`config.mk`:
```
export PLATFORM = sky130hd
export DESIGN_NAME = demux16_bit_collector
export DESIGN_NICKNAME = d
export VERILOG_FILES = /design/src/rtl/blink_pkg.sv /design/src/rtl/demux16_bit_collector_slot_decoder.sv /design/src/rtl/demux16_bit_collector.sv
export SDC_FILE = /design/constraint.sdc
export NUM_CORES = 1
export LEC_CHECK = 0
export CELL_PAD_IN_SITES_DETAIL_PLACEMENT = 0
export CELL_PAD_IN_SITES_GLOBAL_PLACEMENT = 1
export CORE_ASPECT_RATIO = 0.6
export CORE_MARGIN = 5
export CORE_UTILIZATION = 38
export CTS_CLUSTER_DIAMETER = 50
export DETAILED_ROUTE_END_ITERATION = 7
export MAX_ROUTING_LAYER = met4
export PLACE_DENSITY = 0.78
export SLEW_MARGIN = 10
export SYNTH_ARGS = -nofsm -noshare
export SYNTH_HDL_FRONTEND = slang
export SYNTH_SLANG_ARGS = --single-unit
```
`constraint.sdc`:
```
create_clock -name clk -period 1.65 [get_ports clk]
set_input_delay 0.33 -clock clk [delete_from_list [all_inputs] [get_ports clk]]
set_output_delay 0.33 -clock clk [all_outputs]
set_load 0.01 [all_outputs]
```
`src/rtl/blink_pkg.sv`:
```
// blink_pkg: shared state type and word width for the bit collector
package blink_pkg;
    typedef enum logic {COLLECT, HOLD} coll_state_t;
    localparam int WORD_W = 16;
endpackage

```
`src/rtl/demux16_bit_collector_slot_decoder.sv`:
```
// bit_slot_decoder: one-hot write enable for the word bit the current beat index maps to
module bit_slot_decoder #(
    parameter int WIDTH = 16,
    parameter int IDX_W = $clog2(WIDTH),
    parameter bit MSB_FIRST = 1'b1
) (
    input  logic [IDX_W-1:0] idx,
    input  logic             en,
    output logic [WIDTH-1:0] sel
);
    logic [IDX_W-1:0] pos;
    // WIDTH is a power of two, so WIDTH-1-idx is just the bitwise complement
    always_comb begin
        pos = MSB_FIRST ? ~idx : idx;
        sel = '0;
        sel[pos] = en;
    end
endmodule

```
`src/rtl/demux16_bit_collector.sv`:
```
// demux16_bit_collector: serial bit stream to parallel word with valid/ready on both sides
module demux16_bit_collector import blink_pkg::*; #(
    parameter int WIDTH = WORD_W,
    parameter int IDX_W = $clog2(WIDTH),
    parameter bit MSB_FIRST = 1'b1
) (
    input  logic             clk,
    input  logic             rst_n,
    input  logic             flush,
    input  logic             bit_in,
    input  logic             bit_valid,
    output logic             bit_ready,
    output logic [IDX_W-1:0] bit_index,
    output logic [WIDTH-1:0] word_out,
    output logic             word_valid,
    input  logic             word_ready
);
    coll_state_t      state, state_nxt;
    logic             beat;
    logic             last;
    logic [WIDTH-1:0] we;

    assign bit_ready  = state == COLLECT;
    assign word_valid = state == HOLD;
    assign beat       = bit_valid & bit_ready & ~flush;
    assign last       = bit_index == IDX_W'(WIDTH - 1);

    bit_slot_decoder #(.WIDTH(WIDTH), .IDX_W(IDX_W), .MSB_FIRST(MSB_FIRST)) u_dec (
        .idx (bit_index),
        .en  (beat),
        .sel (we)
    );

    // next state: flush wins, last beat enters HOLD, consumption returns to COLLECT
    always_comb begin
        state_nxt = state;
        if (flush)
            state_nxt = COLLECT;
        else if (state == COLLECT)
            state_nxt = (beat && last) ? HOLD : COLLECT;
        else
            state_nxt = word_ready ? COLLECT : HOLD;
    end

    // state register
    always_ff @(posedge clk or negedge rst_n)
        if (!rst_n)
            state <= COLLECT;
        else
            state <= state_nxt;

    // beat index counter, wraps naturally at WIDTH
    always_ff @(posedge clk or negedge rst_n)
        if (!rst_n)
            bit_index <= '0;
        else if (flush)
            bit_index <= '0;
        else if (beat)
            bit_index <= bit_index + 1'b1;

    // per-bit enable-gated word flops; unwritten bits hold their old value
    always_ff @(posedge clk or negedge rst_n)
        if (!rst_n)
            word_out <= '0;
        else
            word_out <= (word_out & ~we) | (we & {WIDTH{bit_in}});
endmodule

```
==> results by group <==
Outcome
  – Outcome: complete, no violations

Clocking
  – Root buffer cell: clkbuf_8
  – H-tree depth: 1
  – CTS tree: done
  – Clock-pin slew on the worst setup and hold paths: ~0.08 ns
  – Clk_lat worst skew: 0.26 ns
  – Cts hold-fix bufs: 0
  – Cts bufs inserted: 3
  – # clock sinks: 21
  – Max Root-Sink Buffers: 2

GRT
  – Initial antenna violation count: 0
  – Largest net degree at the start of global routing: 22
  – Vias in the first global route: about 780
  – First-pass GRT wire length: just under 4000 um
  – Aggregate global routing overflow: 0
  – GR Util All Layers: between 10 and 15%

Logic synthesis
  – Asr flop ratio synth: 100.0%
  – Avg Cell Area, Syn: approximately 13 sq um
  – Synthesized area: between 1000 and 1500 sq um
  – Synth Register Bits: 21
  – Seq/Total Area, Yosys: a little under half
  – Mapped Cells: between 80 and 90
  – Yosys synthesis warning count: 0
  – Mapped Nets: 95
  – Synth unique cells: 22
  – Ys flop type: dfrtp_1
  – Post-synth EDFFs: 0

STA
  – Max-slew headroom: 79.39%
  – RSZ-0062 raised after global routing: no
  – Min cycle time layout: ~1.6 ns
  – Final setup vio count: 0
  – Slew @ Worst Pin: between 0.3 and 0.4 ns
  – Final Slew Violations: 0
  – Hold Vio Cnt, Final: 0
  – Hold slack: 0.4071 ns
  – Clock Skew: roughly 0.0048 ns
  – Max Fclk: 623.2 MHz
  – Fin crit share: 97.25%

Critical path
  – Max incr delay on CP: around 0.57 ns
  – Crit path max fanout: 6
  – Worst EP arrival: 1.27 ns
  – Worst Path Required: around 1.3 ns
  – Critical path type: flop to output pin
  – Slowest CP cell: clkdlybuf4s50_1
  – Crit. End Element: output pin
  – Worst path cell trace: clkdlybuf4s50_1
  – Startpoint types: flop
  – Sum of buffers and inverters on the critical path: 1
  – Crit path max-delay family: buffers and inverters

Die
  – Core area: roughly 2800 sq um
  – Die Ht: approximately 52 um
  – Die width: around 80 um
  – Initial cell density of the core: roughly 39%
  – Die area: roughly 4100 sq um
  – Row cnt: 15
  – Top Ports: 28

Cells and area
  – Fill count: 251
  – Commonest cells after routing, fill and taps aside: clkdlybuf4s50_1, dfrtp_1, mux2_4
  – Commonest non-fill, non-tap cell in the layout: clkdlybuf4s50_1
  – Nets: 132
  – Final non-filler cell area: 1509 sq um
  – Fraction of layout cells with a size suffix above 1: between 20% and 30%
  – Area Growth Syn to Fin: 35.66%
  – N_diodes: 0

Placed design
  – Detailed Place HPWL: between 1500 and 2000 um
  – RD Place Congestion: around 0.82
  – Placed Area: roughly 1400 sq um
  – Port bufs: 27

Route
  – DR WL/cell: ~14 um
  – First DRT Iteration DRCs: 35
  – ANT nets after route: 0
  – Final wirelength: between 2000 and 2500 um
  – Drt via density: approximately 4.6
  – Vias post-DR: ~750
  – Residual DRC: 0
  – Drt first pass iters: 4

Power
  – Seq pwr share: between 50% and 60%
  – Switching share of power: about a quarter
  – Combinational share of power: about a fifth
  – Int Power: about 0.87 mW
  – P_sw: around 0.28 mW
  – Worst IR Drop VDD: between 0.3 and 0.4 mV
  – PwrDens: 760.7 nW/um^2
  – Leak: 0.6815 nW
  – Clock power share: around 30%

Min path
  – Class of the worst hold path: primary input to async pin

Job
  – # Max-Cap Violations: 0
[routing by layer]
| metal | vias up | wire length [um] | track usage, % |
|---|---|---|---|
| met5 | - | 0 | - |
| met4 | 0 | 0 | 1.685 |
| met3 | 0 | 157 | 5.017 |
| met2 | 25 | 873 | 16.76 |
| met1 | 362 | 1203 | 19.12 |
| li1 | 360 | - | - |
[layout make-up]
| cell class | count | area (sq um) | share of cell area [%] |
|---|---|---|---|
| timing repair buffer | 36 | 340.3 | 22.55 |
| clock buffer | 4 | 45.04 | 2.985 |
| tap | 42 | 52.55 | 3.483 |
| sequential | 21 | 529.3 | 35.07 |
| inverter | 3 | 11.26 | 0.7463 |
| multi-input combinational | 57 | 530.5 | 35.16 |
[synthesized netlist by cell type (2+ instances only)]
| library cell | count | area share (%) |
|---|---|---|
| inv_1 | 3 | 1.0 |
| buf_8 | 2 | 2.7 |
| ha_1 | 4 | 4.5 |
| a21oi_1 | 2 | 0.90 |
| nand2b_1 | 2 | 1.1 |
| mux2_4 | 13 | 18 |
| nand3_2 | 4 | 3.6 |
| mux2_1 | 3 | 3.0 |
| nor2_1 | 4 | 1.3 |
| nor2b_1 | 2 | 1.1 |
| and4bb_4 | 4 | 5.8 |
| dfrtp_1 | 21 | 47 |
| nand2_1 | 12 | 4.0 |
[metrics by stage]
| step | total power [mW] | setup WS, ns | utilization (%) | std cells | TNS, ns |
|---|---|---|---|---|---|
| after floorplan | 0.6972 | 0.2132 | - | 85 | 0 |
| after global placement | 0.8195 | -0.1101 | 50.91 | 157 | -0.8847 |
| after detailed placement | 0.8223 | -0.1070 | 50.91 | 157 | -1.076 |
| after CTS | 1.166 | 0.003444 | 52.58 | 161 | 0 |
| after global routing | 1.214 | 0.002387 | 53.25 | 163 | 0 |
| final | 1.148 | 0.04533 | 53.25 | 163 | 0 |
[kinds of logic (layout without fill, tap and decap cells)]
group	count (synthesis)	in the layout	share of synthesized area, %
AOI/OAI and AO/OA	3	3	1.349
xor gates and xnor gates	2	2	1.575
adders and majority gates	4	4	4.500
buffers and inverters	7	43	5.062
DFF	21	21	47.24
muxes	17	17	21.48
and+or+nand+nor	31	31	18.78
[final timing paths]
path                                   start      endpoint  slack [ns]  depth (start not counted)
worst min register to register          flop          flop        0.50                          1
worst max register to register  bit_index[0]          flop        0.15                          5
worst min-delay path                   rst_n  bit_index[3]        0.41                          2
worst max-delay path            bit_index[3]  bit_index[3]        0.05                          1
max in group asynchronous              rst_n  bit_index[1]        1.01                          2
min in group clk                        flop          flop        0.50                          1
[power by group through the flow]
stage               sequential [mW]  combinational [mW]  clock (mW)
floorplan                     0.606              0.0914           0
global placement              0.589               0.231           0
detailed placement            0.590               0.232           0
CTS                           0.581               0.234       0.352
global route                  0.585               0.253       0.376
finish                        0.579               0.231       0.338
[repair_timing]
item / 4_1_cts / 5_1_grt
setup buffers: 0 / 2
resized for setup: 2 / 2
endpoints found under the setup margin: 2 / 4
No activity file was read; power rests on OpenSTA's default activity.
